[config.mk]
export PLATFORM = sky130hd
export DESIGN_NAME = wb_dbg_master
export DESIGN_NICKNAME = d
export VERILOG_FILES = /design/src/rtl/wb_dbg_master.sv
export SDC_FILE = /design/constraint.sdc
export NUM_CORES = 1
export LEC_CHECK = 0
export CAP_MARGIN = 20
export CORE_UTILIZATION = 56
export CTS_BUF_LIST = sky130_fd_sc_hd__clkbuf_4
export DETAILED_ROUTE_END_ITERATION = 12
export PLACE_DENSITY_LB_ADDON = 0.05
export SETUP_SLACK_MARGIN = 0.3
export SLEW_MARGIN = 15
export SYNTH_ARGS = -nofsm -noshare
export SYNTH_HDL_FRONTEND = slang
export SYNTH_SLANG_ARGS = --single-unit
[constraint.sdc]
create_clock -name clk -period 3 [get_ports clk]
set_input_delay 0.75 -clock clk [delete_from_list [all_inputs] [get_ports clk]]
set_output_delay 0.75 -clock clk [all_outputs]
set_load 0.05 [all_outputs]
[src/rtl/wb_dbg_master.sv]
// -----------------------------------------------------------------------------
// wb_dbg_master
//
// Byte-stream debug bridge onto a Wishbone classic bus. A host sends either
//   'W' A3 A2 A1 A0 D3 D2 D1 D0   (single 32-bit write)
//   'R' A3 A2 A1 A0               (single 32-bit read)
// over a ready/valid byte channel. The bridge runs one Wishbone cycle and
// answers with a status byte (0x00 ok, 0x01 bus error, 0x02 timeout); a
// successful read is followed by the four data bytes, MSB first.
//
// Ports
//   clk, rst_n              clock, asynchronous active-low reset
//   rx_data/valid/ready     command bytes in
//   tx_data/valid/ready     response bytes out
//   wb_*                    Wishbone classic initiator (32-bit, full-word sel)
//
// Parameter
//   timeout_cycles          bus cycles to wait for ack/err before abort
// -----------------------------------------------------------------------------
module wb_dbg_master #(
    parameter int unsigned timeout_cycles = 1024
) (
    input  logic        clk,
    input  logic        rst_n,
    input  logic [7:0]  rx_data,
    input  logic        rx_valid,
    output logic        rx_ready,
    output logic [7:0]  tx_data,
    output logic        tx_valid,
    input  logic        tx_ready,
    output logic [31:0] wb_adr_o,
    output logic [31:0] wb_dat_o,
    input  logic [31:0] wb_dat_i,
    output logic [3:0]  wb_sel_o,
    output logic        wb_we_o,
    output logic        wb_cyc_o,
    output logic        wb_stb_o,
    input  logic        wb_ack_i,
    input  logic        wb_err_i
);

    typedef enum logic [2:0] {
        S_IDLE, S_ADDR, S_DATA, S_BUS, S_RESP, S_SEND
    } state_t;

    localparam logic [7:0]  CMD_WRITE  = 8'h57;
    localparam logic [7:0]  CMD_READ   = 8'h52;
    localparam logic [7:0]  ST_OK      = 8'h00;
    localparam logic [7:0]  ST_ERR     = 8'h01;
    localparam logic [7:0]  ST_TIMEOUT = 8'h02;
    // Counter value seen on the last permitted bus edge.
    localparam logic [15:0] TMO_LAST   = 16'(timeout_cycles - 1);

    state_t      r_state;
    state_t      w_state_next;
    logic        r_run;       // holds rx_ready low until the first edge after reset
    logic        r_is_write;
    logic [1:0]  r_cnt;       // byte index within ADDR/DATA/SEND, wraps to 0 at phase end
    logic [31:0] r_adr;
    logic [31:0] r_wdat;
    logic [31:0] r_rdat;
    logic [7:0]  r_status;
    logic [15:0] r_tmo;

    assign wb_adr_o = r_adr;
    assign wb_dat_o = r_wdat;

    // State register
    always_ff @(posedge clk or negedge rst_n) begin
        if (!rst_n) begin
            r_state <= S_IDLE;
        end else begin
            r_state <= w_state_next;
        end
    end

    // Next state and all handshake / bus strobes
    always_comb begin
        w_state_next = r_state;
        rx_ready     = 1'b0;
        tx_valid     = 1'b0;
        tx_data      = 8'h00;
        wb_cyc_o     = 1'b0;
        wb_stb_o     = 1'b0;
        wb_we_o      = 1'b0;
        wb_sel_o     = 4'h0;
        case (r_state)
            S_IDLE: begin
                rx_ready = r_run;
                if (rx_valid && r_run &&
                    (rx_data == CMD_WRITE || rx_data == CMD_READ)) begin
                    w_state_next = S_ADDR;
                end
            end
            S_ADDR: begin
                rx_ready = 1'b1;
                if (rx_valid && r_cnt == 2'd3) begin
                    w_state_next = r_is_write ? S_DATA : S_BUS;
                end
            end
            S_DATA: begin
                rx_ready = 1'b1;
                if (rx_valid && r_cnt == 2'd3) begin
                    w_state_next = S_BUS;
                end
            end
            S_BUS: begin
                wb_cyc_o = 1'b1;
                wb_stb_o = 1'b1;
                wb_sel_o = 4'hF;
                wb_we_o  = r_is_write;
                // ack/err take priority over a timeout on the same edge
                if (wb_ack_i || wb_err_i || r_tmo == TMO_LAST) begin
                    w_state_next = S_RESP;
                end
            end
            S_RESP: begin
                tx_valid = 1'b1;
                tx_data  = r_status;
                if (tx_ready) begin
                    w_state_next = (!r_is_write && r_status == ST_OK) ? S_SEND : S_IDLE;
                end
            end
            S_SEND: begin
                tx_valid = 1'b1;
                case (r_cnt)
                    2'd0:    tx_data = r_rdat[31:24];
                    2'd1:    tx_data = r_rdat[23:16];
                    2'd2:    tx_data = r_rdat[15:8];
                    default: tx_data = r_rdat[7:0];
                endcase
                if (tx_ready && r_cnt == 2'd3) begin
                    w_state_next = S_IDLE;
                end
            end
            default: w_state_next = S_IDLE;
        endcase
    end

    // Datapath: shift registers, byte counter, timeout counter, status
    always_ff @(posedge clk or negedge rst_n) begin
        if (!rst_n) begin
            r_run      <= 1'b0;
            r_is_write <= 1'b0;
            r_cnt      <= 2'd0;
            r_adr      <= 32'h0;
            r_wdat     <= 32'h0;
            r_rdat     <= 32'h0;
            r_status   <= 8'h00;
            r_tmo      <= 16'h0;
        end else begin
            r_run <= 1'b1;
            case (r_state)
                S_IDLE: begin
                    if (rx_valid && r_run) begin
                        if (rx_data == CMD_WRITE) begin
                            r_is_write <= 1'b1;
                        end else if (rx_data == CMD_READ) begin
                            r_is_write <= 1'b0;
                        end
                    end
                end
                S_ADDR: begin
                    if (rx_valid) begin
                        r_adr <= {r_adr[23:0], rx_data};
                        r_cnt <= r_cnt + 2'd1;
                        if (r_cnt == 2'd3 && !r_is_write) begin
                            r_tmo <= 16'h0;
                        end
                    end
                end
                S_DATA: begin
                    if (rx_valid) begin
                        r_wdat <= {r_wdat[23:0], rx_data};
                        r_cnt  <= r_cnt + 2'd1;
                        if (r_cnt == 2'd3) begin
                            r_tmo <= 16'h0;
                        end
                    end
                end
                S_BUS: begin
                    if (wb_err_i) begin
                        r_status <= ST_ERR;
                    end else if (wb_ack_i) begin
                        r_status <= ST_OK;
                        if (!r_is_write) begin
                            r_rdat <= wb_dat_i;
                        end
                    end else if (r_tmo == TMO_LAST) begin
                        r_status <= ST_TIMEOUT;
                    end else begin
                        r_tmo <= r_tmo + 16'd1;
                    end
                end
                S_SEND: begin
                    if (tx_ready) begin
                        r_cnt <= r_cnt + 2'd1;
                    end
                end
                default: ;
            endcase
        end
    end

endmodule

==> results.md, run 1 <==
- Slew Viols, Final: 0
- Total power per unit cell area: ~1100 nW/um^2
- Slowest Stage Delay on Critical Path: 0.46 ns
- Worst path required time: approximately 2.3 ns
- Ys flop type: dfrtp_1
- Min Tclk post-route: between 2 and 3 ns
- Int Pwr: 4.45 mW
- Critical R2R Launch: r_tmo[13]$_DFFE_PN0P_
- Fmax: about 340 MHz
- Die X: approximately 100 microns
- Setup WS post-layout: between 0.05 and 0.06 ns
- Lkg Pwr: 3.12 nW
- # hold bufs at CTS: 0
- Pre-CTS setup slack: around 0.4 ns
- CP startpoint kind: flip-flop
- Nets@finish: 616
- Slew of the pin with the lowest slew margin: ~0.54 ns
- Clock share of power: about 15%
- Synth warn: 0
- Status: finished, final reports clean
- Worst hold path class: input pin to asynchronous set/reset pin
- Unrepaired setup endpoints after global routing: true
- Final Hold Fails: 0
- Syn Inst Count: between 400 and 500
- # H-tree levels: 4
- VDD IR-drop max: just over 0.0009 V
- Yosys top cell area share: roughly 56%
- Vias: approximately 4.0k
- Post-DRT Antenna Nets: 0
- Post-DP HPWL: 8.36 mm
- Rows: 35
- Post-synth EDFFs: 0
- Combinational share of power: around 53%
- Largest net degree at the start of global routing: 44
- Most common cell in the synthesized netlist: dfrtp_1
- Clk_skew: roughly 0.018 ns
- CTS Root Cell: clkbuf_4
- Leading area contributor after synthesis: dfrtp_1
- Placed Area: around 6800 sq um
- Synth top area cells: dfrtp_1 (56%), mux2_2 (20%), nor2_1 (1.9%)
- Crit-path max FO: 8
- Slew headroom: a little under two thirds
- DR iter-0 viols: 180
- Per-cell routed wire length: between 15 and 20 microns
- Slowest CP cell: dfrtp_2
- DRC Markers: 0
- CP startpoint: r_cnt[0]$_DFFE_PN0P_
- Number of buffers on the longest clock path: 2
- Overall routed net length: 12.0 mm
- Reg-to-reg endpoint: r_tmo[7]$_DFFE_PN0P_
- Reg-to-reg slack, setup: about 0.9 ns
- CTS tree: built
- Total Power: 8.19 mW
- Congestion Overflow GR: 0
- Post-Syn Nets: just under 500
- Netlist cell types: 53
- TritonCTS Sinks: approximately 120
- Worst path bufs/invs: 2
- DRT Pass-1 Iters: 5
- Maxcap violations: 0
- Worst-path clk slew: about 0.11 ns
- # setup viols final: 0
- Number of fillers in the final layout: 617
- Gr usage total: between 20% and 30%
- Ys async rst share: 100%
- Antenna cells: 0
- First-pass GRT wire length: roughly 20 mm
- Vias/cell: approximately 5.7
- Die Ht: roughly 100 microns
- Post-synthesis sequential area ratio: 55.5%
- Die area: slightly above 10000 sq um
- CP Class: flip-flop to output pin
- Post-synth top cells: dfrtp_1 (121), mux2_2 (95), nor2_1 (28)
- Worst path top cell family by delay: compound AO/OA/AOI/OAI gates
- CP cell instances: buf_6 -> ha_4 -> a222oi_1 -> nor2_1 -> a21oi_2 -> o21ai_2 -> buf_12
- CP endpoint kind: output pin
- # IOs: approximately 130
- Total CTS buffers: 17
- Post-synthesis cell area: between 5000 and 6000 sq um
- Layout cells sized above 1: 33.1%
- Critical Path AT: ~2.2 ns
- Final period util: between 90% and 100%
- Worst skew pair latency: around 0.5 ns
- Initial antenna violation count: 0
- Via count of the first global-routing pass: roughly 4.0k
- Avg Cell Area, Syn: between 10 and 15 sq um
- Area grow syn2layout: 33.1%
- Placer congestion estimate: 0.870
- Starting Density: 58.5%
- Yosys reg bits: between 100 and 150
- Switching Share: between 40 and 50%
- Core Box Area: 9330 sq um
- Reg power frac: between 30% and 40%
- # port buffers: around 130
- NetSw: around 3.7 mW
- Post-route cell area: slightly above 7000 sq um
- Worst Reg-to-Reg Cells: 5
worst register-to-register path: stages, from the launching register on:
cell and delay [ns]:
dfrtp_1 0.48, nor4_1 0.43, nor3b_2 0.33, and3_1 0.39
nor2_1 0.18, a31oi_1 0.21
cells by family after synthesis:
family                     count (synthesis)  share of synthesized area (%)
adders and majority gates                  6                           1.38
muxes                                     98                           20.3
DFF                                      121                           55.5
buffers and inverters                     34                           3.60
xor gates and xnor gates                   2                          0.321
other                                      1                         0.0688
AOI/OAI and AO/OA                         75                           9.36
and+or+nand+nor                           93                           9.47
cells in the final DEF, fill, tap and decap left out, drive strengths merged, types with 3 or more instances in the layout:
master / netlist / final
nand2b: 5 / 5
clkinvlp: 0 / 3
clkbuf: 8 / 19
a222oi: 8 / 8
a31oi: 7 / 7
o21ai: 21 / 21
dfrtp: 121 / 121
nor3b: 3 / 3
nand4: 3 / 3
a21oi: 12 / 12
o21a: 3 / 3
clkinv: 0 / 7
and3: 5 / 5
buf: 20 / 32
nor2: 28 / 28
nand3: 9 / 9
a211oi: 3 / 3
nand2: 15 / 15
clkdlybuf4s50: 0 / 108
nor3: 7 / 7
ha: 6 / 6
mux2: 97 / 97
o31ai: 5 / 5
inv: 6 / 7
a211o: 3 / 3
bufinv: 0 / 3
area by class of cell:
type                    count  area [sq um]  share of cell area, %
repair buffers            143          1440                   19.9
clock buffers              18           135                   1.86
well taps                 129           161                   2.22
flip-flops and latches    121          3030                   41.8
multi-input cells         275          2290                   31.5
clock inverters            14           173                   2.38
inverters                   6          28.8                  0.396
state kept, by name, summed over array words and instances (netlist names):
signal and flops:
r_tmo 16, wb_dat_o 32, r_cnt 2, r_state 3, r_is_write 1, r_run 1, wb_adr_o 32, r_status 2
r_rdat 32
layer usage:
metal | GRT usage [%] | vias up | wire length, microns
met5 | 0 | - | 0
met4 | 10.6 | 0 | 268
met3 | 5.41 | 28 | 639
met2 | 40.7 | 134 | 5870
met1 | 33.2 | 1975 | 5210
li1 | - | 1853 | -
through the flow:
stage          utilization (%)  std cells  hold slack (ns)  setup TNS (ns)
6_report                  77.8        706            0.211               0
5_1_grt                   77.8        706            0.196         -0.0572
4_1_cts                   77.3        703            0.177               0
3_5_place_dp              72.8        665            0.484               0
3_3_place_gp              72.8        665            0.474               0
2_1_floorplan                -        430            0.454               0
how the worst max path moves through the flow:
stage	endpoint	cells after the start
floorplan	rx_ready	3
global placement	r_rdat[8]$_DFFE_PN0P_	5
detailed placement	r_rdat[8]$_DFFE_PN0P_	5
CTS	tx_data[0]	7
global route	tx_data[0]	7
finish	tx_data[0]	7
timing repair:
action | CTS | global route
pin swaps | 9 | 11
endpoints found under the setup margin | 17 | 9
buffers inserted | 6 | 3
gates resized for setup | 26 | 11
power groups by stage:
| stage | logic [mW] | clock network [mW] | registers, mW |
|---|---|---|---|
| finish | 4.35 | 1.22 | 2.61 |
| global route | 4.56 | 1.32 | 2.70 |
| CTS | 4.30 | 1.26 | 2.61 |
| detailed placement | 4.19 | 0 | 2.64 |
| global placement | 4.12 | 0 | 2.60 |
| floorplan | 1.44 | 0 | 4.03 |
(Power assumes the default switching activity.)
==> run 2, diff against run 1 <==
- ABC_CLOCK_PERIOD_IN_PS: not set -> 3000
==> results of run 2 <==
The final DEF is identical to that of run 1; final timing and power are the same.
==> run 3, diff against run 2 <==
- CORE_MARGIN: not set -> 3
- CORE_UTILIZATION: 56 -> 54
- CTS_BUF_LIST: sky130_fd_sc_hd__clkbuf_4 -> not set
==> run 3 against run 2 <==
Clock-buffer cell count increased by 1. Sequential share of layout area decreased by 1.4 points. Register-to-register slack about the same. Critical path type unchanged. Highest routed layer unchanged. Combinational power about the same. Sequential cell count unchanged.
==> results.md, run 3 (same netlist as run 1, synthesis figures left out) <==
- Status: finished, final reports clean (unchanged)
- Gr usage total: 23.7% (was 25.2%)
- Vias/cell: 5.72 (was 5.65)
- TritonCTS Sinks: 121 (unchanged)
- Die X: 107 microns (was 101 microns)
- Fmax: 358 MHz (was 339 MHz)
- Most frequent cells in the layout: dfrtp_1 (118), clkdlybuf4s50_1 (108), mux2_2 (95) (was dfrtp_1 (117), clkdlybuf4s50_1 (108), mux2_2 (95))
- # IOs: 127 (unchanged)
- Number of buffers on the longest clock path: 2 (unchanged)
- # hold bufs at CTS: 0 (unchanged)
- Crit-path max FO: 8 (unchanged)
- Slew of the pin with the lowest slew margin: 0.539 ns (was 0.541 ns)
- Placer congestion estimate: 0.894 (was 0.870)
- Antenna cells: 0 (unchanged)
- Unrepaired setup endpoints after global routing: true (unchanged)
- Commonest non-fill, non-tap cell in the layout: dfrtp_1 (unchanged)
- Post-DRT Antenna Nets: 0 (unchanged)
- Reg power frac: 29.0% (was 31.9%)
- Int Pwr: 5.20 mW (was 4.45 mW)
- DRC Markers: 0 (unchanged)
- Number of fillers in the final layout: 677 (was 617)
- Worst path required time: 2.25 ns (about the same)
- CP endpoint kind: output pin (unchanged)
- Final Hold Fails: 0 (unchanged)
- Worst-path clk slew: 0.06 ns (was 0.11 ns)
- CTS tree: built (unchanged)
- # setup viols final: 0 (unchanged)
- Per-cell routed wire length: 18.4 microns (was 17.0 microns)
- CP startpoint: r_cnt[0]$_DFFE_PN0P_ (unchanged)
- # port buffers: 126 (unchanged)
- Vias: 4017 (was 3990)
- Total Power: 9.07 mW (was 8.19 mW)
- CP Class: flip-flop to output pin (unchanged)
- Crit path to: tx_data[1] (was tx_data[0])
- Area grow syn2layout: 37.8% (was 33.1%)
- Starting Density: 55.5% (was 58.5%)
- Min Tclk post-route: 2.80 ns (was 2.95 ns)
- Critical R2R Launch: r_state[1]$_DFFE_PN0P_ (was r_tmo[13]$_DFFE_PN0P_)
- Final period util: 93.2% (was 98.2%)
- Die Ht: 107 microns (was 101 microns)
- Slew Viols, Final: 0 (unchanged)
- Lkg Pwr: 3.23 nW (was 3.12 nW)
- Via count of the first global-routing pass: 4141 (was 3969)
- Setup TNS: 0 ns (unchanged)
- Switching Share: 42.7% (was 45.7%)
- Overall routed net length: 12.9 mm (was 12.0 mm)
- Clk_skew: 0.0105 ns (was 0.0182 ns)
- Rows: 36 (was 35)
- CTS Root Cell: clkbuf_8 (was clkbuf_4)
- Slew headroom: 63.9% (was 63.8%)
- Clock share of power: 23.2% (was 15.0%)
- Maxcap violations: 0 (unchanged)
- First-pass GRT wire length: 21.0 mm (was 19.7 mm)
- DRT Pass-1 Iters: 6 (was 5)
- Critical Path AT: 2.05 ns (was 2.20 ns)
- Die area: 11300 sq um (was 10100 sq um)
- CP startpoint kind: flip-flop (unchanged)
- Total CTS buffers: 17 (unchanged)
- # H-tree levels: 4 (unchanged)
- Initial antenna violation count: 0 (unchanged)
- Reg-to-reg endpoint: r_tmo[12]$_DFFE_PN0P_ (was r_tmo[7]$_DFFE_PN0P_)
- Worst skew pair latency: 0.52 ns (was 0.50 ns)
- NetSw: 3.87 mW (was 3.75 mW)
- Largest net degree at the start of global routing: 67 (was 44)
- Congestion Overflow GR: 0 (unchanged)
- Layout cells sized above 1: 32.2% (was 33.1%)
- Core Box Area: 9820 sq um (was 9330 sq um)
- DR iter-0 viols: 217 (was 180)
- Post-DP HPWL: 8.62 mm (was 8.36 mm)
- Worst hold path class: input pin to asynchronous set/reset pin (unchanged)
- Combinational share of power: 47.8% (was 53.1%)
- Worst Reg-to-Reg Cells: 5 (unchanged)
- Nets@finish: 610 (was 616)
- Reg-to-reg slack, setup: 0.91 ns (was 0.90 ns)
- Total power per unit cell area: 1210 nW/um^2 (was 1130 nW/um^2)
- VDD IR-drop max: 0.000895 V (was 0.000924 V)
run 3: cell type report:
class                   instances  area (sq um)  area share [%]
inverters                       6          26.3           0.350
clock inverters                11           171            2.28
multi-input cells             275          2290            30.5
repair buffers                137          1380            18.4
well taps                     133           166            2.21
clock buffers                  19           442            5.88
flip-flops and latches        121          3030            40.3
run 3: repair_timing:
item,4_1_cts,5_1_grt
setup buffers,4,0
endpoints found under the setup margin,17,16
resized for setup,24,8
pin swaps,6,3
hold endpoints to repair,0,0
run 3: worst min-delay path by stage:
stage	start	end	slack, ns
finish	rst_n	wb_adr_o[31]$_DFFE_PN0P_	0.15
global route	rst_n	wb_adr_o[31]$_DFFE_PN0P_	0.15
CTS	rst_n	wb_adr_o[5]$_DFFE_PN0P_	0.14
detailed placement	r_rdat[8]$_DFFE_PN0P_	r_rdat[8]$_DFFE_PN0P_	0.49
global placement	r_rdat[8]$_DFFE_PN0P_	r_rdat[8]$_DFFE_PN0P_	0.48
floorplan	rst_n	r_cnt[0]$_DFFE_PN0P_	0.45
run 3: layer usage:
layer	part of all wire (%)	vias up	global-route usage (%)
li1	-	1839	-
met1	41	2018	30.4
met2	52	139	39.2
met3	5.4	21	6.13
met4	1.4	0	8.49
met5	0	-	0
run 3: worst max-delay path, cell delays in order (launching register included):
cell and delay [ns]:
dfrtp_1 0.40, buf_4 0.15, ha_4 0.19, a222oi_1 0.30, nor2_1 0.11, a21oi_2 0.14, o21ai_2 0.08, buf_12 0.16
run 3: through the flow:
step	hold WS, ns	setup slack (ns)	util, %	instances	instance area [sq um]
2_1_floorplan	0.454	0.381	-	430	5450
3_3_place_gp	0.476	0.419	69.2	668	6790
3_5_place_dp	0.486	0.394	69.2	668	6790
4_1_cts	0.139	0.150	76.4	702	7500
5_1_grt	0.150	0.0693	76.5	702	7510
6_report	0.150	0.204	76.5	702	7510
run 3: power by group through the flow:
stage / Sequential, mW / Combinational (mW) / Clock [mW]
floorplan: 4.03 / 1.44 / 0
global placement: 2.60 / 4.15 / 0
detailed placement: 2.63 / 4.21 / 0
CTS: 2.62 / 4.34 / 2.13
global route: 2.72 / 4.53 / 2.21
finish: 2.63 / 4.33 / 2.10
